`config.mk`:
```
export PLATFORM = sky130hd
export DESIGN_NAME = fpu_bus_if_flat
export DESIGN_NICKNAME = d
export VERILOG_FILES = /design/src/rtl/fpu_bus_if_pkg.sv /design/src/rtl/fpu_bus_if_if.sv /design/src/rtl/fpu_bus_if.sv /design/src/flat_wrapper.sv
export SDC_FILE = /design/constraint.sdc
export NUM_CORES = 1
export LEC_CHECK = 0
export BUFFER_PORTS_ARGS = -buffer_cell sky130_fd_sc_hd__buf_2
export CAP_MARGIN = 20
export CORE_UTILIZATION = 30
export CTS_CLUSTER_SIZE = 20
export DETAILED_ROUTE_END_ITERATION = 8
export PLACE_DENSITY_LB_ADDON = 0.2
export SYNTH_ARGS = -nofsm -noshare
export SYNTH_HDL_FRONTEND = slang
export SYNTH_SLANG_ARGS = --single-unit
```
`constraint.sdc`:
```
create_clock -name clk -period 2.7 [get_ports clk]
set_clock_uncertainty 0.15 [all_clocks]
set_input_delay 0.135 -clock clk [delete_from_list [all_inputs] [get_ports clk]]
set_output_delay 0.135 -clock clk [all_outputs]
set_load 0.05 [all_outputs]
```
`src/rtl/fpu_bus_if_pkg.sv`:
```
// Shared types and constants for the CPU-side register front end of the FPU.
// Holds the op set, the FSM states, the register map and the status bit positions.
package pa_fpu;

  typedef enum logic [2:0] {
    op_add  = 3'd0,
    op_sub  = 3'd1,
    op_mul  = 3'd2,
    op_div  = 3'd3,
    op_sqrt = 3'd4
  } e_fpu_op;

  typedef enum logic [1:0] {
    ST_IDLE,
    ST_RUN,
    ST_DRAIN
  } e_bus_state;

  localparam logic [3:0] ADDR_A0     = 4'h0;
  localparam logic [3:0] ADDR_B0     = 4'h4;
  localparam logic [3:0] ADDR_RES0   = 4'h8;
  localparam logic [3:0] ADDR_CMD    = 4'hC;
  localparam logic [3:0] ADDR_STATUS = 4'hD;
  localparam logic [3:0] ADDR_IRQ_EN = 4'hE;
  localparam logic [3:0] ADDR_RSVD   = 4'hF;

  localparam int unsigned STS_RUNNING = 0;
  localparam int unsigned STS_DONE    = 1;
  localparam int unsigned STS_OVERRUN = 2;
  localparam int unsigned STS_TIMEOUT = 3;
  localparam int unsigned STS_ILLEGAL = 4;

  localparam logic [15:0] FPU_TIMEOUT_CYCLES = 16'd4096;

  function automatic logic is_legal_op(input logic [2:0] code);
    return code <= 3'(op_sqrt);
  endfunction

endpackage

```
`src/rtl/fpu_bus_if_if.sv`:
```
// CPU register bus between a bus master and the FPU register front end.
interface fpu_bus_if_if;
  logic [3:0] bus_addr;
  logic [7:0] bus_wdata;
  logic       bus_we;
  logic       bus_re;
  logic [7:0] bus_rdata;
  logic       irq;

  modport slave (
    input  bus_addr, bus_wdata, bus_we, bus_re,
    output bus_rdata, irq
  );

  modport master (
    output bus_addr, bus_wdata, bus_we, bus_re,
    input  bus_rdata, irq
  );
endinterface

```
`src/rtl/fpu_bus_if.sv`:
```
// Byte-wide register front end for the FPU: operand/result registers, command
// launch, completion capture with timeout, sticky status flags and interrupt.
module fpu_bus_if
  import pa_fpu::*;
(
  input  logic        clk,
  input  logic        arst_n,
  fpu_bus_if_if.slave bus,
  output logic [31:0] fpu_a,
  output logic [31:0] fpu_b,
  output e_fpu_op     fpu_op,
  output logic        fpu_start,
  input  logic [31:0] fpu_result,
  input  logic        fpu_cmd_end,
  input  logic        fpu_busy
);

  localparam logic [15:0] TMO_LAST = FPU_TIMEOUT_CYCLES - 16'd1;

  e_bus_state  state_q, state_d;
  logic [15:0] cnt_q, cnt_d;
  logic [31:0] a_q, b_q, res_q;
  e_fpu_op     op_q;
  logic        done_q, ovr_q, tmo_q, ill_q, irq_en_q;

  logic        in_idle;
  logic        launch, capture, tmo_hit, ill_cmd;
  logic        wr_cmd, wr_sts, wr_ien, wr_ab, ovr_hit;
  logic [4:0]  byte_sel;
  logic [7:0]  status;

  assign in_idle  = (state_q == ST_IDLE);
  assign wr_cmd   = bus.bus_we && (bus.bus_addr == ADDR_CMD);
  assign wr_sts   = bus.bus_we && (bus.bus_addr == ADDR_STATUS);
  assign wr_ien   = bus.bus_we && (bus.bus_addr == ADDR_IRQ_EN);
  assign wr_ab    = bus.bus_we && !bus.bus_addr[3] && in_idle;
  assign ovr_hit  = bus.bus_we && !in_idle && (!bus.bus_addr[3] || bus.bus_addr == ADDR_CMD);
  assign byte_sel = {bus.bus_addr[1:0], 3'b000};

  always_comb begin
    state_d = state_q;
    cnt_d   = cnt_q;
    launch  = 1'b0;
    capture = 1'b0;
    tmo_hit = 1'b0;
    ill_cmd = 1'b0;
    unique case (state_q)
      ST_IDLE: begin
        if (wr_cmd) begin
          if (is_legal_op(bus.bus_wdata[2:0])) begin
            launch  = 1'b1;
            cnt_d   = '0;
            state_d = ST_RUN;
          end else begin
            ill_cmd = 1'b1;
          end
        end
      end
      ST_RUN: begin
        // Completion takes priority over the timeout on the same edge.
        if (fpu_cmd_end) begin
          capture = 1'b1;
          state_d = ST_DRAIN;
        end else if (cnt_q == TMO_LAST) begin
          tmo_hit = 1'b1;
          state_d = ST_DRAIN;
        end else begin
          cnt_d = cnt_q + 16'd1;
        end
      end
      ST_DRAIN: begin
        if (!fpu_cmd_end && !fpu_busy) state_d = ST_IDLE;
      end
      default: state_d = ST_IDLE;
    endcase
  end

  always_ff @(posedge clk or negedge arst_n) begin
    if (!arst_n) begin
      state_q <= ST_IDLE;
      cnt_q   <= '0;
    end else begin
      state_q <= state_d;
      cnt_q   <= cnt_d;
    end
  end

  always_ff @(posedge clk or negedge arst_n) begin
    if (!arst_n) begin
      a_q   <= '0;
      b_q   <= '0;
      res_q <= '0;
      op_q  <= op_add;
    end else begin
      if (wr_ab) begin
        if (!bus.bus_addr[2]) a_q[byte_sel +: 8] <= bus.bus_wdata;
        else                  b_q[byte_sel +: 8] <= bus.bus_wdata;
      end
      if (launch)  op_q  <= e_fpu_op'(bus.bus_wdata[2:0]);
      if (capture) res_q <= fpu_result;
    end
  end

  // Later assignments override the write-one-to-clear, so hardware sets win.
  always_ff @(posedge clk or negedge arst_n) begin
    if (!arst_n) begin
      done_q   <= 1'b0;
      ovr_q    <= 1'b0;
      tmo_q    <= 1'b0;
      ill_q    <= 1'b0;
      irq_en_q <= 1'b0;
    end else begin
      if (wr_sts) begin
        if (bus.bus_wdata[STS_DONE])    done_q <= 1'b0;
        if (bus.bus_wdata[STS_OVERRUN]) ovr_q  <= 1'b0;
        if (bus.bus_wdata[STS_TIMEOUT]) tmo_q  <= 1'b0;
        if (bus.bus_wdata[STS_ILLEGAL]) ill_q  <= 1'b0;
      end
      if (launch) begin
        done_q <= 1'b0;
        tmo_q  <= 1'b0;
      end
      if (capture) done_q   <= 1'b1;
      if (tmo_hit) tmo_q    <= 1'b1;
      if (ovr_hit) ovr_q    <= 1'b1;
      if (ill_cmd) ill_q    <= 1'b1;
      if (wr_ien)  irq_en_q <= bus.bus_wdata[0];
    end
  end

  always_comb begin
    status              = '0;
    status[STS_RUNNING] = (state_q == ST_RUN);
    status[STS_DONE]    = done_q;
    status[STS_OVERRUN] = ovr_q;
    status[STS_TIMEOUT] = tmo_q;
    status[STS_ILLEGAL] = ill_q;
  end

  always_comb begin
    bus.bus_rdata = '0;
    if (bus.bus_re) begin
      case (bus.bus_addr[3:2])
        ADDR_A0[3:2]:   bus.bus_rdata = a_q[byte_sel +: 8];
        ADDR_B0[3:2]:   bus.bus_rdata = b_q[byte_sel +: 8];
        ADDR_RES0[3:2]: bus.bus_rdata = res_q[byte_sel +: 8];
        default: begin
          case (bus.bus_addr)
            ADDR_STATUS: bus.bus_rdata = status;
            ADDR_IRQ_EN: bus.bus_rdata = {7'b0, irq_en_q};
            ADDR_CMD:    bus.bus_rdata = '0;
            ADDR_RSVD:   bus.bus_rdata = '0;
            default:     bus.bus_rdata = '0;
          endcase
        end
      endcase
    end
  end

  assign fpu_a     = a_q;
  assign fpu_b     = b_q;
  assign fpu_op    = op_q;
  assign fpu_start = (state_q == ST_RUN);
  assign bus.irq   = done_q & irq_en_q;

endmodule

```
`src/flat_wrapper.sv`:
```
// flat-port wrapper written by rule: the top's interface ports become plain ports
module fpu_bus_if_flat import pa_fpu::*;
  (clk, arst_n, fpu_a, fpu_b, fpu_op, fpu_start, fpu_result, fpu_cmd_end, fpu_busy, bus_bus_addr, bus_bus_wdata, bus_bus_we, bus_bus_re, bus_bus_rdata, bus_irq);
  fpu_bus_if_if bus_i ();
  input  logic clk;
  input  logic arst_n;
  output logic [31:0] fpu_a;
  output logic [31:0] fpu_b;
  output e_fpu_op fpu_op;
  output logic fpu_start;
  input  logic [31:0] fpu_result;
  input  logic fpu_cmd_end;
  input  logic fpu_busy;
  input wire logic [$bits(bus_i.bus_addr)-1:0] bus_bus_addr;
  input wire logic [$bits(bus_i.bus_wdata)-1:0] bus_bus_wdata;
  input wire logic [$bits(bus_i.bus_we)-1:0] bus_bus_we;
  input wire logic [$bits(bus_i.bus_re)-1:0] bus_bus_re;
  output wire logic [$bits(bus_i.bus_rdata)-1:0] bus_bus_rdata;
  output wire logic [$bits(bus_i.irq)-1:0] bus_irq;
  assign bus_i.bus_addr = bus_bus_addr;
  assign bus_i.bus_wdata = bus_bus_wdata;
  assign bus_i.bus_we = bus_bus_we;
  assign bus_i.bus_re = bus_bus_re;
  assign bus_bus_rdata = bus_i.bus_rdata;
  assign bus_irq = bus_i.irq;
  fpu_bus_if u_core (.clk(clk), .arst_n(arst_n), .bus(bus_i), .fpu_a(fpu_a), .fpu_b(fpu_b), .fpu_op(fpu_op), .fpu_start(fpu_start), .fpu_result(fpu_result), .fpu_cmd_end(fpu_cmd_end), .fpu_busy(fpu_busy));
endmodule
```
==> results.yml, run 1 <==
synthesis:
  ys_ff_latch: 122
  synth_area_per_cell_um2: 10.0
  synth-edff-count: 0
  synthArstFlopShare_pct: 100
  syn-instance-count: 611
  synthAdderAreaFrac_pct: 2.46
  ys_types: 57
  synth_xor_area_share_pct: 0
  syn_nets: 673
  netlist_area_um2: 6110
  yosysSeqAreaShare_pct: 49.9
  synthSimpleGateAreaFrac_pct: 16.2
  synth_compound_area_share_pct: 18.4
  synth_area_leaders: "dfrtp_1 (50%), nand2_1 (7.8%), mux2_2 (6.8%)"
  synth_top_family_by_area: "compound AO/OA/AOI/OAI gates"
  muxShareOfSynthArea_pct: 9.80
  ys_top_cells_by_count: "nand2_1 (127), dfrtp_1 (122), o21ai_0 (76)"
  synth_top_cell_by_area: "dfrtp_1"
  synth_top_flop_cell: "dfrtp_1"
  ys_warn_count: 0
  yosysMostFrequentCell: "nand2_1"
  synth_top_cell_area_share_pct: 49.9
floorplanning:
  die_area_um2: 21000
  fp.dieW_um: 145
  top_level_ports: 127
  rows: 51
  start_util_pct: 31.0
  chipHeight_um: 145
  core_um2: 19700
critical_path:
  reg2reg_slack_ns: 0.20
  path_cells: "or4_4 > nor3_4 > a21oi_1 > o22ai_1 > dlygate4sd3_1"
  crit_fanout: 9
  worstReg2RegStart: "u_core.cnt_q[12]"
  critPathMaxStageDelay_ns: 0.63
  r2r_end: "u_core.state_q[1]"
  path_class: "register to register"
  start_kind: "register"
  worst_ep_arrival_time_ns: 2.70
  worstSetupEndpoint: "u_core.state_q[1]"
  cp-end-kind: "register"
  worst-r2r-cell-count: 5
  cpMaxStageDelayCell: "or4_4"
  required_ns: 2.91
  worstSetupStartpoint: "u_core.cnt_q[12]"
clock_network:
  cts_made_buffers: 17
  clk_latency_ns: 0.42
  cts_buffer_depth: 2
  cts.sinks: 122
  cts_tree: "built"
  htree_levels: 4
  cts_root_buffer: "clkbuf_16"
  cts.clk_slew.worst_paths_ns: 0.06
sta:
  slew_violations: 0
  post-route-min-period_ns: 2.50
  rsz0062_at_grt: "no"
  tns_ns: 0
  fmax_mhz: 401
  tightest_slew_ns: 0.836
  setup_viol: 0
  finalCritPeriodShare_pct: 92.4
  relSlewSlack_pct: 44.2
  final_hold_viol_count: 0
grt:
  grt_pass1_vias: 5224
  track_usage_pct: 20.7
  antenna_found_initial: 1
  grt_max_degree: 61
  grt_overflow_total: 0
  grt_pass1_wl_mm: 31.5
placed_design:
  gp_congestion: 0.885
  port_buffers: 126
  hpwl_mm: 15.5
power:
  finalPower_mw: 5.98
  powerDensity_nw_per_um2: 734
  vdd_drop_max_mv: 0.424
  cellLeakagePower_nw: 3.80
detailed_routing:
  vias: 5504
  drc: 0
  wire_per_inst_um: 19.5
  wirelength_mm: 20.8
  drtIter0Drc: 426
  drtAntennaViolNets: 0
  drtPass1Iterations: 5
  vias_per_cell: 5.18
outcome:
  status: "finished, final reports clean"
flow_run:
  cap_viol_max_count: 0
cells_and_area:
  final_layout_size_suffix_gt1_share_pct: 28.4
  area_delta_synth_final_pct: 33.3
  nets: 847
min_path:
  hold_path.class: "input pin to register"
-- cell type report --
class	count	area (µm²)
Fill cell	1934	11600
Inverter	12	45.0
Tap cell	265	332
Clock buffer	22	484
Timing Repair Buffer	186	1230
Multi-Input combinational cell	446	2890
Sequential cell	122	3050
Antenna cell	1	2.50
Clock inverter	8	118
-- logic make-up after synthesis --
kind of cell | after synthesis
compound gates | 179
mux | 49
buf+inv | 43
flops | 122
simple gates | 206
fa+ha+maj | 12
-- through the flow --
stage	utilization, %	hold WS (ns)	worst slack [ns]	area [µm²]	instances
floorplan	-	-0.311	0.139	6140	611
global placement	35.9	0.134	0.320	7080	984
detailed placement	35.9	0.137	0.311	7080	984
CTS	41.3	0.207	0.243	8150	1061
global route	41.3	0.276	0.0804	8150	1062
finish	41.3	0.220	0.204	8150	1062
-- cell usage in the layout, fill, tap and decap left out, drive strengths merged, types with 3 or more instances in the layout --
cell / instances
o21ai: 79
o22ai: 4
mux2i: 7
clkinv: 4
a221oi: 17
ha: 12
mux4: 5
clkbuf: 22
dlygate4sd3: 47
o311ai: 3
a211oi: 4
buf: 139
nor4: 6
dfrtp: 122
inv: 12
and2: 3
or3: 3
nand2: 127
nor2: 8
nor3: 7
mux2: 37
nor3b: 5
or4: 4
a22oi: 13
bufinv: 3
nand2b: 3
a21oi: 29
a31oi: 5
nand3: 23
and3: 6
o41ai: 3
o211ai: 3
and4: 3
a211o: 4
-- worst min path at each step --
| stage | from | end | slack [ns] | depth (start not counted) |
|---|---|---|---|---|
| 6_report | bus_bus_addr[3] | u_core.ill_q | 0.22 | 4 |
| 5_1_grt | bus_bus_addr[3] | u_core.ill_q | 0.28 | 4 |
| 4_1_cts | bus_bus_addr[3] | u_core.ill_q | 0.21 | 4 |
| 3_5_place_dp | arst_n | u_core.res_q[5] | 0.14 | 1 |
| 3_3_place_gp | arst_n | u_core.res_q[6] | 0.13 | 1 |
| 2_1_floorplan | arst_n | u_core.cnt_q[0] | -0.31 | 0 |
-- where the power goes --
part	leakage, nW	switching [mW]	internal, mW
clock network	0.298	0.815	1.53
registers	1.62	0.289	2.13
logic	1.88	0.781	0.435
-- sequential cells by signal (all words and copies together), names as in the netlist --
register and flops:
u_core.cnt_q 16, u_core.done_q 1, u_core.fpu_a 32, u_core.fpu_b 32
u_core.fpu_op 3, u_core.ill_q 1, u_core.irq_en_q 1, u_core.ovr_q 1
u_core.res_q 32, u_core.state_q 2, u_core.tmo_q 1
-- per-layer routing --
layer	track usage [%]	share of wire, %	routed length [µm]
met1	29.9	49	10200
met2	29.4	43	8900
met3	5.82	6.4	1330
met4	6.54	1.7	350
met5	0	0	0
-- repair_timing --
action                                 CTS  global route
hold buffers                            47             0
setup buffers                            0             0
gates resized for setup                  0             0
endpoints found under the hold margin  152             0
-- critical path: cells and delay by family, from the launching register on --
kind	cells	cell delay, ns
flops	1	0.46
buf+inv	1	0.56
compound gates	2	0.26
simple gates	2	1.00
No activity file was read; power rests on OpenSTA's default activity.
==> run 2: changes to the inputs <==
ABC_AREA = 1   (was unset)
SKIP_CTS_REPAIR_TIMING = 1   (was unset)
==> results.yml, run 2 <==
sta:
  fmax_mhz: 413
  post-route-min-period_ns: 2.42
  rsz0062_at_grt: "no"
  setup_viol: 0
  tightest_slew_ns: 0.582
  slew_violations: 0
  final_hold_viol_count: 1
  timing.hold.ws_ns: -0.0200
  relSlewSlack_pct: 61.1
  finalCritPeriodShare_pct: 89.6
  tns_ns: 0
power:
  vdd_drop_max_mv: 0.374
  cellLeakagePower_nw: 4.45
  powerDensity_nw_per_um2: 671
detailed_routing:
  wire_per_inst_um: 17.1
  vias_per_cell: 4.87
  drtIter0Drc: 492
  drtAntennaViolNets: 0
  vias: 6380
  wirelength_mm: 22.4
  drc: 0
  drtPass1Iterations: 5
clock_network:
  cts_tree: "built"
  cts_root_buffer: "clkbuf_16"
  cts.sinks: 122
  cts.clk_slew.worst_paths_ns: 0.05
  clk_latency_ns: 0.42
  cts_made_buffers: 17
  cts_buffer_depth: 2
  htree_levels: 4
critical_path:
  worstSetupStartpoint: "bus_bus_addr[2]"
  start_kind: "input pin"
  worst_ep_arrival_time_ns: 2.13
  cp-end-kind: "output pin"
  required_ns: 2.41
  worstReg2RegStart: "u_core.state_q[0]"
  crit_fanout: 21
  path_class: "input pin to output pin"
synthesis:
  syn-instance-count: 859
  synth_top_flop_cell: "dfrtp_1"
  ys_ff_latch: 122
  syn_nets: 921
  synthArstFlopShare_pct: 100
  yosysMostFrequentCell: "nand2_1"
  ys_top_cells_by_count: "nand2_1 (323), dfrtp_1 (122), o21ai_0 (87)"
  synth-edff-count: 0
  ys_types: 35
  synth_area_per_cell_um2: 7.65
  synth_top_cell_area_share_pct: 46.5
  netlist_area_um2: 6570
  synth_top_cell_by_area: "dfrtp_1"
  yosysSeqAreaShare_pct: 46.5
  synth_area_leaders: "dfrtp_1 (46%), nand2_1 (18%), o21ai_0 (6.6%)"
  ys_warn_count: 0
cells_and_area:
  area_delta_synth_final_pct: 28.9
  final_cell_mix: "nand2_1 (323), buf_2 (125), dfrtp_1 (122), o21ai_0 (87), nand3_1 (76)"
  nets: 1084
  fill_cells: 2280
  area.sequential_um2: 3050
  final_common_cell: "nand2_1"
  fin_area_um2: 8460
  diodes: 0
  final_layout_size_suffix_gt1_share_pct: 21.0
  multiInputGateArea_um2: 3150
floorplanning:
  top_level_ports: 127
  die_area_um2: 22500
  rows: 53
  start_util_pct: 31.0
  chipHeight_um: 150
  fp.dieW_um: 150
  core_um2: 21200
grt:
  grt_pass1_wl_mm: 34.9
  grt_max_degree: 59
  grt_pass1_vias: 5953
  antenna_found_initial: 0
  track_usage_pct: 20.9
  grt_overflow_total: 0
placed_design:
  hpwl_mm: 16.7
  gp_congestion: 0.870
  port_buffers: 126
  dpl-instance-area_um2: 7530
outcome:
  violations: "hold timing"
  status: "finished, violations left"
min_path:
  min-delay-start: "bus_bus_addr[3]"
  hold_path.class: "input pin to register"
flow_run:
  cap_viol_max_count: 0
## run 2: cell count changes in the layout (fill, tap and decap cells not counted), moves of 6 or more
cell | before | now
nor2_1 | 8 | 51
o21ai_0 | 76 | 87
a22oi_1 | 13 | 0
mux2i_1 | 7 | 0
nor4_1 | 6 | 0
nand2_1 | 127 | 323
a221oi_1 | 14 | 0
a21oi_1 | 29 | 23
inv_1 | 12 | 47
dlygate4sd3_1 | 47 | 38
nand3_1 | 23 | 76
## run 2: critical path, stage by stage
cell	delay (ns)
buf_2	0.15
inv_1	0.08
ha_1	0.30
inv_1	0.36
buf_12	0.22
o21ai_0	0.10
nand2_1	0.08
o21ai_0	0.11
a21oi_1	0.25
buf_2	0.33
## run 2: metrics by stage
step                      power, mW  util [%]  std cells  hold slack, ns  setup WS [ns]
after floorplan                3.08         -        859          -0.311          0.567
after global placement         3.51      35.5       1240         -0.0690          0.283
after detailed placement       3.51      35.5       1240         -0.0652          0.339
after CTS                      5.69      38.1       1271          -0.520          0.329
after global routing           5.95      39.9       1309          0.0187          0.154
final                          5.68      39.9       1309         -0.0200          0.280
## run 2: routing by layer
layer / GRT usage [%] / wire length (µm) / up-vias
met2: 30.6 / 9820 / 212
met3: 4.94 / 1510 / 23
met5: 0 / 0 / -
met4: 6.67 / 383 / 0
met1: 29.9 / 10700 / 3020
li1: - / - / 3125
## run 2: worst paths after layout
check                                    to  slack [ns]  cells past startpoint
min                            u_core.ovr_q       -0.02                      4
max reg2reg                u_core.fpu_a[22]        0.67                      7
min reg2reg                    u_core.ovr_q        0.35                      2
min in group asynchronous   u_core.fpu_a[9]        0.04                      2
max in group asynchronous   u_core.fpu_a[7]        1.69                      3
max                        bus_bus_rdata[6]        0.28                     10
## run 2: power by group
part	total [mW]	switching [mW]	internal (mW)
Combinational	1.26	0.881	0.381
Clock	2.15	0.823	1.33
Sequential	2.26	0.176	2.09
## run 2: cells by family after synthesis
logic type / Yosys count / synth area share, %
fa+ha+maj: 12 / 2.29
mux: 32 / 5.49
xor+xnor: 3 / 0.400
compound gates: 125 / 9.79
simple gates: 477 / 29.9
flops: 122 / 46.5
buf+inv: 88 / 5.62
## run 2: cell type report
| type | instances | share of cell area (%) |
|---|---|---|
| clock buffer | 24 | 5.69 |
| clock inverter | 7 | 0.798 |
| inverter | 51 | 2.28 |
| multi-input combinational | 649 | 37.2 |
| sequential | 122 | 36.1 |
| tap | 275 | 4.07 |
| timing repair buffer | 181 | 13.9 |
